==> config.mk <==
export PLATFORM = sky130hd
export DESIGN_NAME = hazard_stall_controller_flat
export DESIGN_NICKNAME = d
export VERILOG_FILES = /design/src/rtl/hazard_stall_controller_if.sv /design/src/rtl/hazard_stall_controller.sv /design/src/flat_wrapper.sv
export SDC_FILE = /design/constraint.sdc
export NUM_CORES = 1
export LEC_CHECK = 0
export CORE_ASPECT_RATIO = 1.2
export CORE_MARGIN = 2
export CORE_UTILIZATION = 47
export CTS_CLUSTER_SIZE = 25
export DETAILED_ROUTE_END_ITERATION = 6
export GPL_TIMING_DRIVEN = 0
export PLACE_DENSITY_LB_ADDON = 0.25
export SLEW_MARGIN = 20
export SYNTH_ARGS = -nofsm -noshare
export SYNTH_HDL_FRONTEND = slang
export SYNTH_SLANG_ARGS = --single-unit
==> constraint.sdc <==
create_clock -name clk -period 5.05 [get_ports clk]
set_clock_uncertainty 0.2 [all_clocks]
set_input_delay 1.2625 -clock clk [delete_from_list [all_inputs] [get_ports clk]]
set_output_delay 1.2625 -clock clk [all_outputs]
set_load 0.02 [all_outputs]
==> src/rtl/hazard_stall_controller_if.sv <==
// hazard_stall_controller_if: ID-stage hazard request and tracked EX/MEM/WB destinations/latencies.
// STALL_STATS_EN adds the stall statistics counters to the bundle.
interface hazard_stall_controller_if;
  logic [4:0] RA1_ID, RA2_ID, WA_ID;
  logic [1:0] Tuse1_ID, Tuse2_ID, Tnew_ID;
  logic       md_start_ID, md_div_ID, md_access_ID;
  logic       stall, md_busy;
  logic [4:0] WA_EX, WA_MEM, WA_WB;
  logic [1:0] Tnew_EX, Tnew_MEM, Tnew_WB;
`ifdef STALL_STATS_EN
  logic [31:0] stall_data_cnt, stall_md_cnt;
  modport master (
    output RA1_ID, RA2_ID, WA_ID, Tuse1_ID, Tuse2_ID, Tnew_ID, md_start_ID, md_div_ID, md_access_ID,
    input  stall, md_busy, WA_EX, WA_MEM, WA_WB, Tnew_EX, Tnew_MEM, Tnew_WB, stall_data_cnt, stall_md_cnt
  );
  modport slave (
    input  RA1_ID, RA2_ID, WA_ID, Tuse1_ID, Tuse2_ID, Tnew_ID, md_start_ID, md_div_ID, md_access_ID,
    output stall, md_busy, WA_EX, WA_MEM, WA_WB, Tnew_EX, Tnew_MEM, Tnew_WB, stall_data_cnt, stall_md_cnt
  );
`else
  modport master (
    output RA1_ID, RA2_ID, WA_ID, Tuse1_ID, Tuse2_ID, Tnew_ID, md_start_ID, md_div_ID, md_access_ID,
    input  stall, md_busy, WA_EX, WA_MEM, WA_WB, Tnew_EX, Tnew_MEM, Tnew_WB
  );
  modport slave (
    input  RA1_ID, RA2_ID, WA_ID, Tuse1_ID, Tuse2_ID, Tnew_ID, md_start_ID, md_div_ID, md_access_ID,
    output stall, md_busy, WA_EX, WA_MEM, WA_WB, Tnew_EX, Tnew_MEM, Tnew_WB
  );
`endif
endinterface

==> src/rtl/hazard_stall_controller.sv <==
// hazard_stall_controller: tracks WA/Tnew through EX/MEM/WB and stalls ID on uncovered data or mult/div hazards.
// Optional macro STALL_STATS_EN adds per-cause stall cycle counters.
module hazard_stall_controller #(
  parameter int MULT_CYCLES = 5,
  parameter int DIV_CYCLES  = 10
) (
  input logic clk,
  input logic reset,
  hazard_stall_controller_if.slave hz
);
  localparam int MAX_CYCLES = MULT_CYCLES > DIV_CYCLES ? MULT_CYCLES : DIV_CYCLES;
  localparam int CW = $clog2(MAX_CYCLES + 1) > 4 ? $clog2(MAX_CYCLES + 1) : 4;
  logic [4:0] wa_ex_q, wa_mem_q, wa_wb_q, wa_ex_d, wa_mem_d, wa_wb_d;
  logic [1:0] tnew_ex_q, tnew_mem_q, tnew_wb_q, tnew_ex_d, tnew_mem_d, tnew_wb_d;
  logic       md_start_ex_q, md_start_ex_d, md_div_ex_q, md_div_ex_d;
  logic [CW-1:0] cnt_q, cnt_d;
  logic       data_hit, md_stall, stall;
  // WB never stalls: its value is always forwardable by the time ID needs it
  function automatic logic src_hit(input logic [4:0] ra, input logic [1:0] tuse);
    return ra != 5'd0 && ((ra == wa_ex_q && tnew_ex_q > tuse) || (ra == wa_mem_q && tnew_mem_q > tuse));
  endfunction
  always_comb begin
    data_hit      = src_hit(hz.RA1_ID, hz.Tuse1_ID) || src_hit(hz.RA2_ID, hz.Tuse2_ID);
    md_stall      = hz.md_access_ID && (md_start_ex_q || cnt_q != '0);
    stall         = data_hit || md_stall;
    wa_ex_d       = stall ? 5'd0 : hz.WA_ID;
    tnew_ex_d     = stall ? 2'd0 : hz.Tnew_ID;
    wa_mem_d      = wa_ex_q;
    tnew_mem_d    = tnew_ex_q - {1'b0, tnew_ex_q != 2'd0};
    wa_wb_d       = wa_mem_q;
    tnew_wb_d     = tnew_mem_q - {1'b0, tnew_mem_q != 2'd0};
    md_start_ex_d = hz.md_start_ID && !stall;
    md_div_ex_d   = hz.md_div_ID;
    cnt_d         = md_start_ex_q ? (md_div_ex_q ? CW'(DIV_CYCLES) : CW'(MULT_CYCLES))
                                  : cnt_q - CW'(cnt_q != '0);
  end
  always_ff @(posedge clk) begin
    if (reset) begin
      wa_ex_q       <= '0;
      wa_mem_q      <= '0;
      wa_wb_q       <= '0;
      tnew_ex_q     <= '0;
      tnew_mem_q    <= '0;
      tnew_wb_q     <= '0;
      md_start_ex_q <= 1'b0;
      md_div_ex_q   <= 1'b0;
      cnt_q         <= '0;
    end else begin
      wa_ex_q       <= wa_ex_d;
      wa_mem_q      <= wa_mem_d;
      wa_wb_q       <= wa_wb_d;
      tnew_ex_q     <= tnew_ex_d;
      tnew_mem_q    <= tnew_mem_d;
      tnew_wb_q     <= tnew_wb_d;
      md_start_ex_q <= md_start_ex_d;
      md_div_ex_q   <= md_div_ex_d;
      cnt_q         <= cnt_d;
    end
  end
  assign hz.stall    = stall;
  assign hz.md_busy  = md_start_ex_q || cnt_q != '0;
  assign hz.WA_EX    = wa_ex_q;
  assign hz.WA_MEM   = wa_mem_q;
  assign hz.WA_WB    = wa_wb_q;
  assign hz.Tnew_EX  = tnew_ex_q;
  assign hz.Tnew_MEM = tnew_mem_q;
  assign hz.Tnew_WB  = tnew_wb_q;
`ifdef STALL_STATS_EN
  // a cycle with both causes is attributed to the data counter only
  logic [31:0] data_cnt_q, data_cnt_d, md_cnt_q, md_cnt_d;
  always_comb begin
    data_cnt_d = data_cnt_q + 32'(data_hit);
    md_cnt_d   = md_cnt_q + 32'(md_stall && !data_hit);
  end
  always_ff @(posedge clk) begin
    if (reset) begin
      data_cnt_q <= '0;
      md_cnt_q   <= '0;
    end else begin
      data_cnt_q <= data_cnt_d;
      md_cnt_q   <= md_cnt_d;
    end
  end
  assign hz.stall_data_cnt = data_cnt_q;
  assign hz.stall_md_cnt   = md_cnt_q;
`endif
endmodule

==> src/flat_wrapper.sv <==
// flat-port wrapper written by rule: the top's interface ports become plain ports
module hazard_stall_controller_flat 
#(
  parameter int MULT_CYCLES = 5,
  parameter int DIV_CYCLES  = 10
)
  (clk, reset, hz_RA1_ID, hz_RA2_ID, hz_WA_ID, hz_Tuse1_ID, hz_Tuse2_ID, hz_Tnew_ID, hz_md_start_ID, hz_md_div_ID, hz_md_access_ID, hz_stall, hz_md_busy, hz_WA_EX, hz_WA_MEM, hz_WA_WB, hz_Tnew_EX, hz_Tnew_MEM, hz_Tnew_WB);
  hazard_stall_controller_if hz_i ();
  input logic clk;
  input logic reset;
  input wire logic [$bits(hz_i.RA1_ID)-1:0] hz_RA1_ID;
  input wire logic [$bits(hz_i.RA2_ID)-1:0] hz_RA2_ID;
  input wire logic [$bits(hz_i.WA_ID)-1:0] hz_WA_ID;
  input wire logic [$bits(hz_i.Tuse1_ID)-1:0] hz_Tuse1_ID;
  input wire logic [$bits(hz_i.Tuse2_ID)-1:0] hz_Tuse2_ID;
  input wire logic [$bits(hz_i.Tnew_ID)-1:0] hz_Tnew_ID;
  input wire logic [$bits(hz_i.md_start_ID)-1:0] hz_md_start_ID;
  input wire logic [$bits(hz_i.md_div_ID)-1:0] hz_md_div_ID;
  input wire logic [$bits(hz_i.md_access_ID)-1:0] hz_md_access_ID;
  output wire logic [$bits(hz_i.stall)-1:0] hz_stall;
  output wire logic [$bits(hz_i.md_busy)-1:0] hz_md_busy;
  output wire logic [$bits(hz_i.WA_EX)-1:0] hz_WA_EX;
  output wire logic [$bits(hz_i.WA_MEM)-1:0] hz_WA_MEM;
  output wire logic [$bits(hz_i.WA_WB)-1:0] hz_WA_WB;
  output wire logic [$bits(hz_i.Tnew_EX)-1:0] hz_Tnew_EX;
  output wire logic [$bits(hz_i.Tnew_MEM)-1:0] hz_Tnew_MEM;
  output wire logic [$bits(hz_i.Tnew_WB)-1:0] hz_Tnew_WB;
  assign hz_i.RA1_ID = hz_RA1_ID;
  assign hz_i.RA2_ID = hz_RA2_ID;
  assign hz_i.WA_ID = hz_WA_ID;
  assign hz_i.Tuse1_ID = hz_Tuse1_ID;
  assign hz_i.Tuse2_ID = hz_Tuse2_ID;
  assign hz_i.Tnew_ID = hz_Tnew_ID;
  assign hz_i.md_start_ID = hz_md_start_ID;
  assign hz_i.md_div_ID = hz_md_div_ID;
  assign hz_i.md_access_ID = hz_md_access_ID;
  assign hz_stall = hz_i.stall;
  assign hz_md_busy = hz_i.md_busy;
  assign hz_WA_EX = hz_i.WA_EX;
  assign hz_WA_MEM = hz_i.WA_MEM;
  assign hz_WA_WB = hz_i.WA_WB;
  assign hz_Tnew_EX = hz_i.Tnew_EX;
  assign hz_Tnew_MEM = hz_i.Tnew_MEM;
  assign hz_Tnew_WB = hz_i.Tnew_WB;
  hazard_stall_controller #(.MULT_CYCLES(MULT_CYCLES), .DIV_CYCLES(DIV_CYCLES)) u_core (.clk(clk), .reset(reset), .hz(hz_i));
endmodule
[Word level (Yosys, flattened, before mapping)]
Cells that the tools add are included.
Word-level totals
  flip-flop bits (word level): 27
  input port bits: 26
  logic and storage cells: 42
Cells by class
  add/sub/neg operators: 3
  order comparisons: 4
  equality and inequality tests: 4
  mux-type cells: 2
  reduce and logical (&&, ||, !) cells: 20
Operators with widths (number)
  equality test 5 bit: 4
  nonzero test 5 bit: 2
  > comparator 2 bit: 4
  logical AND 1 bit: 8
  two-way mux 4 bit: 2
  logical OR 1 bit: 5
  nonzero test 2 bit: 2
  nonzero test 4 bit: 1
  subtractor 2 x 1 -> 2 bit: 2
  subtractor 4 x 1 -> 4 bit: 1
  OR reduction 2 bit: 1
  zero test 1 bit: 1

[Logic depth before layout (Yosys ltp)]
  depth after elaboration: 8
  depth in mapped cells: 8
  depth with buffers taken out: 7

[Least setup slack after synthesis]
OpenSTA, ideal clock, no wires.
  path type: input -> output
  from: input hz_RA1_ID[0]
  to: output hz_stall
  arrival: 2544 ps
  data required time: 3588 ps
  setup slack: 1043 ps
  stages: 4
  path buffers: 1
  cell sequence: or4_1 -> o22a_1 -> buf_6 -> or3_1
Between the ends
  cells in the longest elaborated chain, start to end: 6
RTL lines
  start: declaration: RTL line flat_wrapper.sv:11  | input wire logic [$bits(hz_i.RA1_ID)-1:0] hz_RA1_ID;
  equality test 5 bit: RTL line hazard_stall_controller.sv:20  | return ra != 5'd0 && ((ra == wa_ex_q && tnew_ex_q > tuse) || (ra == wa_mem_q && tnew_mem_q > tuse));
  logical AND 1 bit: RTL line hazard_stall_controller.sv:20
  logical OR 1 bit: RTL line hazard_stall_controller.sv:20
  logical AND 1 bit (*): RTL line hazard_stall_controller.sv:20
  logical OR 1 bit (*): RTL line hazard_stall_controller.sv:23  | data_hit = src_hit(hz.RA1_ID, hz.Tuse1_ID) || src_hit(hz.RA2_ID, hz.Tuse2_ID);
  logical OR 1 bit (*): RTL line hazard_stall_controller.sv:25  | stall = data_hit || md_stall;
  end: declaration: RTL line flat_wrapper.sv:20  | output wire logic [$bits(hz_i.stall)-1:0] hz_stall;
Every way passes the cells marked *; elsewhere a longest branch is shown, timed or not.

[Worst setup path in the final report]
  from: input hz_Tuse2_ID[1]
  to: output hz_stall
Between the ends
  cells in the longest elaborated chain, start to end: 6
RTL lines
  start: declaration: RTL line flat_wrapper.sv:15  | input wire logic [$bits(hz_i.Tuse2_ID)-1:0] hz_Tuse2_ID;
  > comparator 2 bit: RTL line hazard_stall_controller.sv:20
  logical AND 1 bit: RTL line hazard_stall_controller.sv:20
  logical OR 1 bit (*): RTL line hazard_stall_controller.sv:20
  logical AND 1 bit (*): RTL line hazard_stall_controller.sv:20
  logical OR 1 bit (*): RTL line hazard_stall_controller.sv:23
  logical OR 1 bit (*): RTL line hazard_stall_controller.sv:25
Marked as above.

==> impl_metrics.ini <==
[placed_design]
dp_hpwl_um = 2340
dp_slack_ps = -88.1
routabilityCongestion = 0.801
numPortBuffers = 47
dp_cells = 224

[synthesis]
synth_area_leaders = dfxtp_1 (41%), ha_1 (9.4%), xnor2_1 (8.5%)
post_syn_instances = 143
synthAdderAreaFrac = 0.0939
synth_area_leader_cell = dfxtp_1
synthXorXnorAreaFrac = 0.145
postSynthRegisterBits = 27
synth_simple_gate_area_frac = 0.251
synth_compound_area_frac = 0.0432
ys_warn_count = 0
synth_top_family_by_area = simple AND/OR/NAND/NOR gates
synth_cell_type_count = 24
netlist.area_leader.share = 0.406
postSynthAreaPerCell_um2 = 9.32
synth-seq-area-share = 0.406
netlist_area_mm2 = 0.00133
synth.net_count = 179
synth.mux.area_fraction = 0.00751

[finish]
nNetsFinal = 231
area_delta_synth_final_pct = 40.4
final_cell_mix = clkdlybuf4s50_1 (46), dfxtp_1 (27), xnor2_1 (13), nor4_1 (12), nor2b_1 (12)
drive_gt1_frac = 0.0309
insertedDiodeCount = 0
finalNonFillerCells = 228
final_common_cell = clkdlybuf4s50_1
final_util = 0.678

[timing]
setup_slack_ps = 168
slew_viol_final = 0
final.period_utilization = 0.967
worstMarginPinSlew_ps = 454
max-slew-margin-rel = 0.697
timing.fmax_mhz = 205
fin_hold_ws_ps = 263
period_needed_ps = 4880
finalSetupViolCount = 0
unrepaired_setup_endpoints_after_global_routing = false
hold_violations = 0

[clock_tree]
cts_htree_levels = 1
cts_buffers = 3
cts_max_path_buffers = 2
cts_setup_buffers = 0
clkLatencyLatePin_ps = 320
cts.clk_slew.worst_paths_ps = 130
ctsRootBufferMaster = clkbuf_4
tritoncts = built
clock_sink_count = 27

[power_and_ir_drop]
power.density_mw_per_mm2 = 319
vdd_drop_max_mv = 0.302
p_leak_nw = 0.738
total_power_mw = 0.597

[global_routing]
first_global_vias = 1144
globalRoute.totalOverflow = 0
grt_util_all_layers = 0.191
grt_first_pass_wirelength_um = 4700
antenna_violations_before_repair = 0
grt_start_max_net_pins = 15

[critical_path]
timing_worst_setup_path_type = input pin to primary output
critPathLaunchType = input pin
worstPathArrival_ps = 3420
cp-end-kind = primary output
crit_path_max_fanout = 9
r2r_cells = 8
worstPathRequired_ps = 3590

[hold_path]
cells_on_worst_hold_path = 1
hp-class = flop to flop

[die]
die_area_mm2 = 0.00328
top_level_ports = 49
rows = 21
start_util = 0.483
die-height_um = 62.3
core_area_mm2 = 0.00276
fp.dieW_um = 52.6

[route]
route.detailed.vias_per_inst = 5.07
drc = 0
avgRoutedWirePerCell_um = 12.7
routed_wirelength_um = 2900
dr_total_vias = 1155
drt-initial-drc-count = 11
detail_route.first_pass.iterations = 4
drt.antenna.violating_nets = 0

[run]
cap_viol_max_count = 0

[outcome]
run_status = finished clean
-- state kept, by name, indices dropped and copies added, names as in the netlist --
name                  cells
u_core.hz.Tnew_WB         2
u_core.cnt_q              4
u_core.hz.Tnew_MEM        2
u_core.hz.WA_EX           5
u_core.md_div_ex_q        1
u_core.hz.WA_MEM          5
u_core.hz.Tnew_EX         2
u_core.md_start_ex_q      1
u_core.hz.WA_WB           5
-- worst paths after layout --
kind                                    startpoint                              end  slack, ps
setup / recovery                    hz_Tuse2_ID[1]                         hz_stall        170
hold / removal    u_core.hz.Tnew_MEM[0]$_SDFF_PP0_  u_core.hz.Tnew_WB[0]$_SDFF_PP0_        260
setup reg to reg   u_core.hz.Tnew_EX[0]$_SDFF_PP0_    u_core.hz.WA_EX[3]$_SDFF_PP0_       2980
hold reg to reg   u_core.hz.Tnew_MEM[0]$_SDFF_PP0_  u_core.hz.Tnew_WB[0]$_SDFF_PP0_        260
-- stage by stage --
| step | setup TNS, ps | cell area, µm² |
|---|---|---|
| 5_1_grt | 0 | 1870 |
| 3_3_place_gp | -8.68 | 1850 |
| 4_1_cts | 0 | 1870 |
| 6_report | 0 | 1870 |
| 2_1_floorplan | 0 | 1330 |
| 3_5_place_dp | -88.1 | 1850 |
-- report_power, final --
group          switching [mW]  internal [mW]  leakage [nW]
logic                   0.117          0.125         0.502
clock network          0.0593         0.0309        0.0150
registers              0.0241          0.241         0.221
-- Yosys cell counts, drive strengths merged --
library cell and n:
or4 2, and2 1, nand4 4, clkbuf 4, nand2b 8, nor2b 12, or3 1, xor2 9
nand2 6, mux2i 1, o22a 2, buf 3, or2 1, inv 10, a211oi 2, ha 10
nor3b 4, nor2 6, nor4 12, dfxtp 27, a21oi 5, xnor2 13
-- cell families after synthesis --
| logic type | count (synthesis) |
|---|---|
| compound gates | 9 |
| xor+xnor | 22 |
| fa+ha+maj | 10 |
| buf+inv | 17 |
| flops | 27 |
| mux | 1 |
| simple gates | 57 |
-- what timing repair did --
item,4_1_cts,5_1_grt
resized for setup,1,0
endpoints found under the setup margin,1,0
hold buffers,0,0
-- layer usage --
layer | wire [µm] | vias to the layer above | global-route usage
met1 | 1230 | 533 | 0.216
met3 | 135 | 4 | 0.0264
li1 | - | 581 | -
met2 | 1470 | 37 | 0.341
met5 | 0 | - | 0
met4 | 56 | 0 | 0.0865
-- worst max-delay path, cell delays in order --
cell and delay (ps):
clkdlybuf4s50_1 460, inv_1 50, ha_1 280, nand2_1 80, nand4_1 110, nor4_1 330
o22a_1 200, buf_2 190, or3_1 130, dlygate4sd2_1 320
-- layout make-up --
class                      count  area (µm²)
buffer                         7        35.0
clock buffer                   4        26.3
fill                         239         888
inverter                      10        37.5
multi-input combinational     99         719
sequential                    27         541
tap                           34        42.5
timing repair buffer          47         469
Note: power is estimated with default switching activity, not from simulation.
==> RTL edit: new RTL, config.mk and constraints unchanged <==
`DIV_CYCLES` is set to 10 in 2 places; all go to 12.
--- a/src/rtl/hazard_stall_controller.sv
+++ b/src/rtl/hazard_stall_controller.sv
@@ -4,3 +4,3 @@
   parameter int MULT_CYCLES = 5,
-  parameter int DIV_CYCLES  = 10
+  parameter int DIV_CYCLES  = 12
 ) (
--- a/src/flat_wrapper.sv
+++ b/src/flat_wrapper.sv
@@ -4,3 +4,3 @@
   parameter int MULT_CYCLES = 5,
-  parameter int DIV_CYCLES  = 10
+  parameter int DIV_CYCLES  = 12
 )
Behaviour: same outputs for any inputs over 10 cycles, from zero or initial values and one cycle with reset high; that may be too few to reach the edited logic, so the function may still have changed.
==> RTL edit against the original RTL <==
Synthesized area fell by 1.1%. Setup slack improved by 0.024 ns. Routed wire length rose by 2.3%. Clock power rose by 4.4%. Sequential cell count did not move. Total power fell by 0.31%. Design area fell by 0.60%. Highest routed layer unchanged.
==> RTL edit: results (changes against the original RTL) <==
r2r-end: "u_core.hz.Tnew_EX[1]"
wl_per_cell_um: 13.17  # +3.7%
synth_area_leaders: "dfxtp_1 (41%), ha_1 (9.5%), xnor2_1 (8.6%), xor2_1 (6.0%), nor2b_1 (5.7%)"
reg2reg_slack_ns: 3.01  # +0.03 ns
clkCellAreaFrac_pct: 1.615  # +0.21 points
wl_met1_um: 1313  # +6.5%
met3_length_um: 141  # +4.4%
leakagePower_nw: 0.7325  # -0.71%
place_ws_ns: -0.06330  # +0.02484 ns
gp_congestion: 0.8917  # +11%
non_clock_buffer_area_share_pct: 26.92  # -0.039 points
finalNetCount: 228  # -1.3%
r2r-start: "u_core.hz.Tnew_MEM[0]"
via_count: 1138  # -1.5%
nFillCells: 215  # -10%
outcome: "complete, no violations"
ys_seq_area_share_pct: 41.03  # +0.46 points
hold_start: "u_core.md_div_ex_q"
crit_arrival_ns: 3.40  # -0.02 ns
drt-initial-drc-count: 36  # +25
grt_max_degree: 17  # +2
seq-cell-share_pct: 29.07  # +0.17 points
dp_hpwl_um: 2445  # +4.3%
routed-wl-met2_um: 1489  # +1.2%
hold_path_end: "u_core.cnt_q[0]"
syn-num-nets: 176  # -1.7%
grt.met3_usage_pct: 2.871  # +0.23 points
==> RTL edit: cell count changes after synthesis <==
cell | unedited run | this run
a211oi_1 | 2 | 1
a21oi_1 | 5 | 4
clkbuf_1 | 4 | 3
nor2_1 | 6 | 5
nor3_1 | 0 | 1
==> RTL edit: critical path, delay by kind of cell <==
| family | cells | cell delay [ns] |
|---|---|---|
| buf+inv | 4 | 1.03 |
| fa+ha+maj | 1 | 0.29 |
| compound gates | 1 | 0.19 |
| simple gates | 4 | 0.62 |
==> RTL edit: power by group through the flow <==
| stage | combinational (mW) | clock (mW) | sequential, mW |
|---|---|---|---|
| 2_1_floorplan | 0.133 | 0 | 0.282 |
| 3_3_place_gp | 0.226 | 0 | 0.270 |
| 3_5_place_dp | 0.237 | 0 | 0.272 |
| 4_1_cts | 0.237 | 0.0971 | 0.267 |
| 5_1_grt | 0.263 | 0.104 | 0.271 |
| 6_report | 0.234 | 0.0942 | 0.267 |
==> RTL edit: cell families after synthesis <==
| family | after synthesis | share of synthesized area [%] |
|---|---|---|
| flops | 27 | 41.03 |
| buf+inv | 16 | 5.223 |
| fa+ha+maj | 10 | 9.497 |
| xor+xnor | 22 | 14.63 |
| compound gates | 7 | 3.419 |
| mux | 1 | 0.7598 |
| simple gates | 57 | 25.45 |
==> RTL edit: through the flow <==
step / setup TNS (ns) / cell area (um2) / utilization (%) / hold slack [ns] / instances
finish: 0 / 1859 / 68.04 / 0.2490 / 225
global route: 0 / 1859 / 68.04 / 0.2621 / 225
global placement: -0.008805 / 1831 / 66.99 / 0.2262 / 221
floorplan: 0 / 1318 / - / 0.2161 / 140
detailed placement: -0.06330 / 1831 / 66.99 / 0.2310 / 221
CTS: 0 / 1859 / 68.04 / 0.2512 / 225
